<file path="config.mk">
export PLATFORM = sky130hd
export DESIGN_NAME = cache_split3_3b
export DESIGN_NICKNAME = d
export VERILOG_FILES = /design/src/rtl/cache_split3_3b.sv
export SDC_FILE = /design/constraint.sdc
export NUM_CORES = 1
export LEC_CHECK = 0
export ABC_AREA = 1
export CAP_MARGIN = 5
export CORE_MARGIN = 5
export CORE_UTILIZATION = 35
export CTS_CLUSTER_DIAMETER = 40
export DETAILED_ROUTE_END_ITERATION = 10
export PLACE_DENSITY = 0.64
export SYNTH_ARGS = -nofsm -noshare
export SYNTH_HDL_FRONTEND = slang
export SYNTH_SLANG_ARGS = --single-unit
</file>
<file path="constraint.sdc">
create_clock -name clk -period 3.15 [get_ports clk]
set_input_delay 0.63 -clock clk [delete_from_list [all_inputs] [get_ports clk]]
set_output_delay 0.63 -clock clk [all_outputs]
set_load 0.005 [all_outputs]
</file>
<file path="src/rtl/cache_split3_3b.sv">
// Three-way token splitter: each upstream token is routed into one of three
// per-channel FIFOs, each drained by its own IDLE/BUSY handshake FSM.
module cache_split3_3b #(
    parameter int DW    = 3,
    parameter int DEPTH = 2
) (
    input  logic          clk,
    input  logic          rst,
    input  logic          i_drive,
    input  logic [1:0]    i_sel,
    input  logic [DW-1:0] i_data,
    output logic          o_free,
    output logic          o_drive0,
    output logic          o_drive1,
    output logic          o_drive2,
    output logic [DW-1:0] o_data0,
    output logic [DW-1:0] o_data1,
    output logic [DW-1:0] o_data2,
    input  logic          i_free0,
    input  logic          i_free1,
    input  logic          i_free2,
    output logic          o_err
);
    localparam int AW = (DEPTH > 1) ? $clog2(DEPTH) : 1;
    localparam int CW = $clog2(DEPTH + 1);

    typedef enum logic {IDLE, BUSY} ch_state_e;

    ch_state_e     state_q   [3];
    ch_state_e     state_d   [3];
    logic [DW-1:0] mem_q     [3][DEPTH];
    logic [DW-1:0] mem_d     [3][DEPTH];
    logic [AW-1:0] rd_ptr_q  [3];
    logic [AW-1:0] rd_ptr_d  [3];
    logic [AW-1:0] wr_ptr_q  [3];
    logic [AW-1:0] wr_ptr_d  [3];
    logic [CW-1:0] cnt_q     [3];
    logic [CW-1:0] cnt_d     [3];
    logic [2:0]    drive_q, drive_d;
    logic          hold_valid_q, hold_valid_d;
    logic [1:0]    hold_sel_q, hold_sel_d;
    logic [DW-1:0] hold_data_q, hold_data_d;
    logic          free_q, free_d;
    logic          err_q, err_d;

    logic          push_en;
    logic [1:0]    push_sel;
    logic [DW-1:0] push_data;
    logic [1:0]    tgt_sel;
    logic [CW-1:0] tgt_cnt;
    logic [2:0]    free_vec;
    logic          pop;
    logic          push_here;

    assign free_vec = {i_free2, i_free1, i_free0};

    always_comb begin
        state_d      = state_q;
        mem_d        = mem_q;
        rd_ptr_d     = rd_ptr_q;
        wr_ptr_d     = wr_ptr_q;
        cnt_d        = cnt_q;
        drive_d      = '0;
        hold_valid_d = hold_valid_q;
        hold_sel_d   = hold_sel_q;
        hold_data_d  = hold_data_q;
        free_d       = 1'b0;
        err_d        = err_q;
        push_en      = 1'b0;
        push_sel     = '0;
        push_data    = '0;
        pop          = 1'b0;
        push_here    = 1'b0;

        tgt_sel = hold_valid_q ? hold_sel_q : i_sel;
        case (tgt_sel)
            2'd0:    tgt_cnt = cnt_q[0];
            2'd1:    tgt_cnt = cnt_q[1];
            2'd2:    tgt_cnt = cnt_q[2];
            default: tgt_cnt = '0;
        endcase

        // A held token blocks new input; it retires once its FIFO has room pre-pop.
        if (hold_valid_q) begin
            if (i_drive) err_d = 1'b1;
            if (tgt_cnt < CW'(DEPTH)) begin
                push_en      = 1'b1;
                push_sel     = hold_sel_q;
                push_data    = hold_data_q;
                hold_valid_d = 1'b0;
                free_d       = 1'b1;
            end
        end else if (i_drive) begin
            if (i_sel == 2'd3) begin
                free_d = 1'b1;
                err_d  = 1'b1;
            end else if (tgt_cnt < CW'(DEPTH)) begin
                push_en   = 1'b1;
                push_sel  = i_sel;
                push_data = i_data;
                free_d    = 1'b1;
            end else begin
                hold_valid_d = 1'b1;
                hold_sel_d   = i_sel;
                hold_data_d  = i_data;
            end
        end

        for (int ch = 0; ch < 3; ch++) begin
            pop       = (state_q[ch] == BUSY) && free_vec[ch];
            push_here = push_en && (push_sel == 2'(ch));
            if ((state_q[ch] == IDLE) && free_vec[ch]) err_d = 1'b1;
            if (push_here) begin
                mem_d[ch][wr_ptr_q[ch]] = push_data;
                wr_ptr_d[ch] = wr_ptr_q[ch] + AW'(1);
            end
            if (pop) begin
                rd_ptr_d[ch] = rd_ptr_q[ch] + AW'(1);
                state_d[ch]  = IDLE;
            end
            cnt_d[ch] = cnt_q[ch] + CW'(push_here) - CW'(pop);
            // Offer as soon as data is present, including a token landing this edge.
            if ((state_q[ch] == IDLE) && ((cnt_q[ch] != '0) || push_here)) begin
                state_d[ch] = BUSY;
                drive_d[ch] = 1'b1;
            end
        end
    end

    always_ff @(posedge clk) begin
        if (rst) begin
            for (int ch = 0; ch < 3; ch++) begin
                state_q[ch]  <= IDLE;
                rd_ptr_q[ch] <= '0;
                wr_ptr_q[ch] <= '0;
                cnt_q[ch]    <= '0;
                for (int i = 0; i < DEPTH; i++) mem_q[ch][i] <= '0;
            end
            drive_q      <= '0;
            hold_valid_q <= 1'b0;
            hold_sel_q   <= '0;
            hold_data_q  <= '0;
            free_q       <= 1'b0;
            err_q        <= 1'b0;
        end else begin
            state_q      <= state_d;
            mem_q        <= mem_d;
            rd_ptr_q     <= rd_ptr_d;
            wr_ptr_q     <= wr_ptr_d;
            cnt_q        <= cnt_d;
            drive_q      <= drive_d;
            hold_valid_q <= hold_valid_d;
            hold_sel_q   <= hold_sel_d;
            hold_data_q  <= hold_data_d;
            free_q       <= free_d;
            err_q        <= err_d;
        end
    end

    assign o_free   = free_q;
    assign o_err    = err_q;
    assign o_drive0 = drive_q[0];
    assign o_drive1 = drive_q[1];
    assign o_drive2 = drive_q[2];
    assign o_data0  = (state_q[0] == BUSY) ? mem_q[0][rd_ptr_q[0]] : '0;
    assign o_data1  = (state_q[1] == BUSY) ? mem_q[1][rd_ptr_q[1]] : '0;
    assign o_data2  = (state_q[2] == BUSY) ? mem_q[2][rd_ptr_q[2]] : '0;

endmodule

</file>
==> flow_summary.toml, run 1 <==
[global_route]
grt_pass1_vias = 1847
grt_max_degree = 24
grtUsageTotal = 0.128
grt_antenna_before_repair = 0
gr-total-overflow = 0
grt_pass1_wl_um = 8110

[detailed_routing]
first_pass_iters = 4
vias_per_cell = 4.78
detail-route-antenna-nets = 0
drc_errors = 0
drt-wirelength-per-cell_um = 11.3
num_vias = 1965
wirelength_um = 4660
first_iter_violations = 184

[yosys]
avgSynthCellArea_um2 = 7.11
yosys_register_bits = 44
synthDistinctLibCells = 25
synth_top_area_frac = 0.405
syn-num-nets = 323
yosysTopAreaCell = "dfxtp_1"
ys_seq_area_frac = 0.405
yosysWarnings = 0
synth.area.top_cells = "dfxtp_1 40%, nand2_1 9.0%, inv_1 8.6%, a21oi_1 7.8%, nor2_1 5.3%"
synth_cells = 306
synth.cell_area_um2 = 2180

[clock_network]
cts_max_path_buffers = 2
clk_latency_ns = 0.28
ctsHoldBuffers = 0
cts_tree = "built"
htreeDepth = 2
clk_pin_slew_ns = 0.08
cts-root-buf = "clkbuf_8"
numCtsBuffers = 5
cts_sinks = 44
cts_setup_buffers = 0
ctsResizeCount = 0

[floorplanning]
ioPinCount = 25
core-area_um2 = 5990
rows = 28
die_h_um = 88.9
dieArea_um2 = 7900
die_w_um = 88.9
start_util = 0.363

[setup_path]
start_kind = "primary input"
end_kind = "flip-flop"
cpMaxStageDelayCell = "clkdlybuf4s50_1"
critPathBufInv = 4
r2r_start = "hold_valid_q"
r2r_slack_ns = 0.52
path_max_fanout = 6
cpLargestDelayFamily = "buffers and inverters"
path_cells = "clkdlybuf4s50_1 > inv_1 > nor2_1 > nor2_1 > nand3_1 > nand2_1 > inv_2 > o21ai_2 > nor2_8 > nand2_2 > ha_1 > inv_1 > ha_1 > xor2_1 > o21ai_0 > a21oi_1"
cpPeakStageDelay_ns = 0.52
worstPathRequired_ns = 3.37
rr_endpoint = "cnt_q[5]"
r2r_cells = 15
crit_arrival_ns = 3.00
worstSetupPathType = "in -> reg"

[sta]
slew_headroom = 0.608
setup-tns-final_ns = 0
hold_viol = 0
fmaxAchievable_mhz = 360
rsz0062_at_grt = "false"
slew_viol_final = 0
clock_skew_ns = 0.00274
finalSetupViolCount = 0
min_period_over_period = 0.883
worst_pin_slew_ns = 0.588
whs_ns = 0.452
min_period_ns = 2.78

[place]
port_buffers = 24
place_hpwl_um = 3490
placed_cells = 404
place_area_um2 = 2510
gp_congestion = 0.856

[job]
maxCapViolations = 0

[pwr]
power.static_leakage_nw = 1.15
vdd_drop_max_mv = 0.282
p_per_area_nw_per_um2 = 529

[finish]
fin_cells = 411
area_growth_pct = 19.1
fin_area_um2 = 2590
fin_nets = 353
drive_above_1_share = 0.0923
diodes = 0

[min_path]
min_from = "hold_sel_q[1]"
hold_path_class = "reg -> reg"
hold_path_depth = 2
hold_end = "hold_sel_q[1]"

[outcome]
outcome = "completed"
[layout by cell type, fill, tap and decap left out, types with 4 or more instances in the layout]
| cell type | count |
|---|---|
| nand3_1 | 19 |
| o21ai_0 | 20 |
| dfxtp_1 | 44 |
| clkdlybuf4s50_1 | 24 |
| inv_2 | 5 |
| nand4_1 | 13 |
| inv_1 | 50 |
| xor2_1 | 5 |
| ha_1 | 6 |
| buf_4 | 7 |
| nor2_1 | 31 |
| nand2_1 | 52 |
| nand3_2 | 4 |
| clkbuf_8 | 5 |
| a21oi_1 | 34 |
[registers in the layout, summed over array words and instances (netlist names), 2 cells and up]
register / count
mem_q: 18
cnt_q: 6
drive_q: 3
hold_data_q: 3
rd_ptr_q: 3
state_q: 3
wr_ptr_q: 3
hold_sel_q: 2
[worst reg2reg max path, cell delays in order, from the launching register on]
cell     delay [ns]
dfxtp_1        0.64
nand2_1        0.18
inv_1          0.10
nor2_1         0.05
nand3_1        0.18
nand2_1        0.10
inv_2          0.10
o21ai_2        0.09
nor2_8         0.14
nand2_2        0.08
ha_1           0.28
inv_1          0.04
ha_1           0.17
xor2_1         0.16
o21ai_0        0.10
a21oi_1        0.16
[worst max path at each step]
| stage | from | endpoint | slack, ns | cells after the start |
|---|---|---|---|---|
| floorplan | i_sel[1] | cnt_q[5] | 0.73 | 16 |
| global placement | i_sel[1] | cnt_q[5] | 0.15 | 16 |
| detailed placement | i_drive | cnt_q[5] | 0.08 | 13 |
| CTS | i_drive | cnt_q[5] | 0.38 | 13 |
| global route | i_sel[1] | cnt_q[1] | 0.13 | 14 |
| finish | i_sel[1] | cnt_q[5] | 0.37 | 16 |
[area by class of cell]
| type | instances | area (µm²) |
|---|---|---|
| Multi-Input combinational cell | 199 | 1040 |
| Sequential cell | 44 | 881 |
| Inverter | 55 | 206 |
| Tap cell | 75 | 93.8 |
| Clock buffer | 6 | 72.6 |
| Timing Repair Buffer | 31 | 293 |
| Clock inverter | 1 | 5.00 |
| Fill cell | 602 | 3400 |
[per-stage QoR]
stage,util,worst slack [ns],power (mW)
6_report,0.433,0.368,1.37
5_1_grt,0.433,0.126,1.47
4_1_cts,0.433,0.379,1.38
3_5_place_dp,0.420,0.0780,1.05
3_3_place_gp,0.420,0.154,1.04
2_1_floorplan,-,0.725,0.921
[synth_stat cells, drive strengths merged]
master,count
nand2,56
inv,55
dfxtp,44
a21oi,34
nor2,34
nand3,23
o21ai,21
nand4,14
ha,6
clkbuf,5
xor2,5
a31oi,3
buf,3
a41oi,1
nand3b,1
nor3,1
[cells by family after synthesis]
| kind of cell | after synthesis | synth area share |
|---|---|---|
| compound gates | 59 | 0.141 |
| xor+xnor | 5 | 0.0201 |
| fa+ha+maj | 6 | 0.0345 |
| buf+inv | 63 | 0.117 |
| flops | 44 | 0.405 |
| simple gates | 129 | 0.283 |
[metal layers]
metal	vias to the layer above	track usage	wire (µm)	share of wire
met3	4	0.0279	216	0.046
met4	0	0.0234	38	0.0081
li1	1046	-	-	-
met1	868	0.167	2200	0.47
met5	-	0	0	0
met2	47	0.218	2210	0.47
[where the power goes]
part	total, mW	switching (mW)	internal (mW)
logic	0.352	0.198	0.154
clock network	0.335	0.184	0.151
registers	0.684	0.0578	0.627
total	1.37	0.439	0.932
No activity file was read; power rests on OpenSTA's default activity.
==> run 2: changes to the inputs <==
CAP_MARGIN = 20   (was 5)
CORE_ASPECT_RATIO = 1.75   (was not set)
==> run 2 against run 1 <==
  * Largest cell class unchanged
  * Clock power rose by 9.0%
  * Critical path depth fell by 2
  * Routed wire length rose by 0.34%
  * First-iteration DRC count fell by 63%
  * Setup slack got worse by 0.018 ns
==> flow_summary.toml, run 2 (synthesized netlist as in run 1, its figures left out) <==
[sta]
timing.final.ws_setup_ns = 0.351
clock_skew_ns = 0.00557
min_period_over_period = 0.889
fmaxAchievable_mhz = 357
finalSetupViolCount = 0
slew_headroom = 0.593
worst_pin_slew_ns = 0.610
min_period_ns = 2.80
rsz0062_at_grt = "false"
hold_viol = 0
setup-tns-final_ns = 0
slew_viol_final = 0

[setup_path]
cpLargestDelayFamily = "simple AND/OR/NAND/NOR gates"
crit_arrival_ns = 3.03
start_kind = "primary input"
critPathBufInv = 4
cpPeakStageDelay_ns = 0.46
path_cells = "clkdlybuf4s50_1 > nand2_1 > inv_1 > nor2_1 > nand4_2 > nand2_4 > inv_2 > nand2_1 > ha_1 > inv_1 > ha_1 > xor2_1 > o21ai_0 > a21oi_1"
cpMaxStageDelayCell = "clkdlybuf4s50_1"
end_kind = "flip-flop"
worstPathRequired_ns = 3.38
worstSetupPathType = "in -> reg"
path_max_fanout = 7

[pwr]
p_per_area_nw_per_um2 = 534
vdd_drop_max_mv = 0.212
power.static_leakage_nw = 1.15

[detailed_routing]
first_pass_iters = 4
drt-wirelength-per-cell_um = 11.3
num_vias = 1960
vias_per_cell = 4.71
first_iter_violations = 69
detail-route-antenna-nets = 0
wirelength_um = 4680
drc_errors = 0

[finish]
area_growth_pct = 19.8
fin_nets = 352
final_cell_mix = "52 x nand2_1, 50 x inv_1, 44 x dfxtp_1"
drive_above_1_share = 0.0923
largest_registers = "mem_q (18), cnt_q (6)"
seq_area_um2 = 881
top_register = "mem_q"
diodes = 0
num-fill-cells = 655
final_common_cell = "nand2_1"
fin_area_um2 = 2610
multi_input_area_um2 = 1040
largest_reg_flops = 18

[floorplanning]
dieArea_um2 = 7960
die_h_um = 114
ioPinCount = 25
rows = 38
core-area_um2 = 6130
start_util = 0.355
die_w_um = 69.6

[global_route]
grt_pass1_wl_um = 7770
met3_usage = 0.0141
top_usage_layer = "met2"
use_met1 = 0.113
grt_max_degree = 25
grt_antenna_before_repair = 0
grtUsageTotal = 0.122
gr-total-overflow = 0
grtUsageMet2 = 0.251
grt_pass1_vias = 1811

[place]
place_area_um2 = 2510
dp_slack_ns = 0.0462
gp_congestion = 0.786
port_buffers = 24
place_hpwl_um = 3660

[clock_network]
htreeDepth = 2
cts_max_path_buffers = 2
cts_tree = "built"
cts-root-buf = "clkbuf_8"
ctsResizeCount = 0
numCtsBuffers = 5
cts_sinks = 44
ctsHoldBuffers = 0
clk_latency_ns = 0.29
cts_setup_buffers = 0
clk_pin_slew_ns = 0.08

[outcome]
outcome = "completed"

[job]
maxCapViolations = 0

[min_path]
hold_path_class = "reg -> reg"
-- run 2: cell types whose count changed in the layout (fill, tap and decap cells not counted) --
cell        previous run  this run
buf_4                  7         6
clkinvlp_4             0         1
clkinv_2               1         0
clkbuf_8               5         6
-- run 2: layout make-up --
class                   count  share of cell area
multi-input cells         199               0.399
flip-flops and latches     44               0.338
repair buffers             30               0.109
inverters                  55              0.0792
well taps                  80              0.0384
clock buffers               7              0.0331
clock inverters             1             0.00288
-- run 2: worst paths after layout --
check	from	end	slack, ns	cells after the start
setup / recovery	i_sel[1]	cnt_q[1]	0.35	14
hold / removal	hold_data_q[2]	hold_data_q[2]	0.45	2
setup reg to reg	hold_valid_q	cnt_q[1]	0.67	15
hold reg to reg	hold_data_q[2]	hold_data_q[2]	0.45	2
-- run 2: worst register-to-register path: cells and delay by family (launching register included) --
family / cells / cell delay, ns
compound gates: 2 / 0.23
xor+xnor: 1 / 0.18
fa+ha+maj: 2 / 0.44
buf+inv: 4 / 0.29
flops: 1 / 0.48
simple gates: 6 / 0.79
-- run 2: layer usage --
metal	share of wire	up-vias
met3	0.019	9
met4	0.029	0
met5	0	-
li1	-	1041
met1	0.38	891
met2	0.57	19
-- run 2: power breakdown --
group          total, mW  switching [mW]  internal, mW  leakage (nW)
logic              0.347           0.195         0.152         0.747
registers          0.681          0.0544         0.626         0.359
clock network      0.365           0.187         0.178        0.0445
total               1.39           0.437         0.956          1.15
-- run 2: through the flow --
stage / utilization / total power [mW] / instances / hold slack [ns]
finish: 0.425 / 1.39 / 416 / 0.451
global route: 0.425 / 1.49 / 416 / 0.475
CTS: 0.425 / 1.41 / 416 / 0.453
detailed placement: 0.410 / 1.05 / 408 / 0.440
global placement: 0.410 / 1.04 / 408 / 0.437
floorplan: - / 0.921 / 306 / 0.423
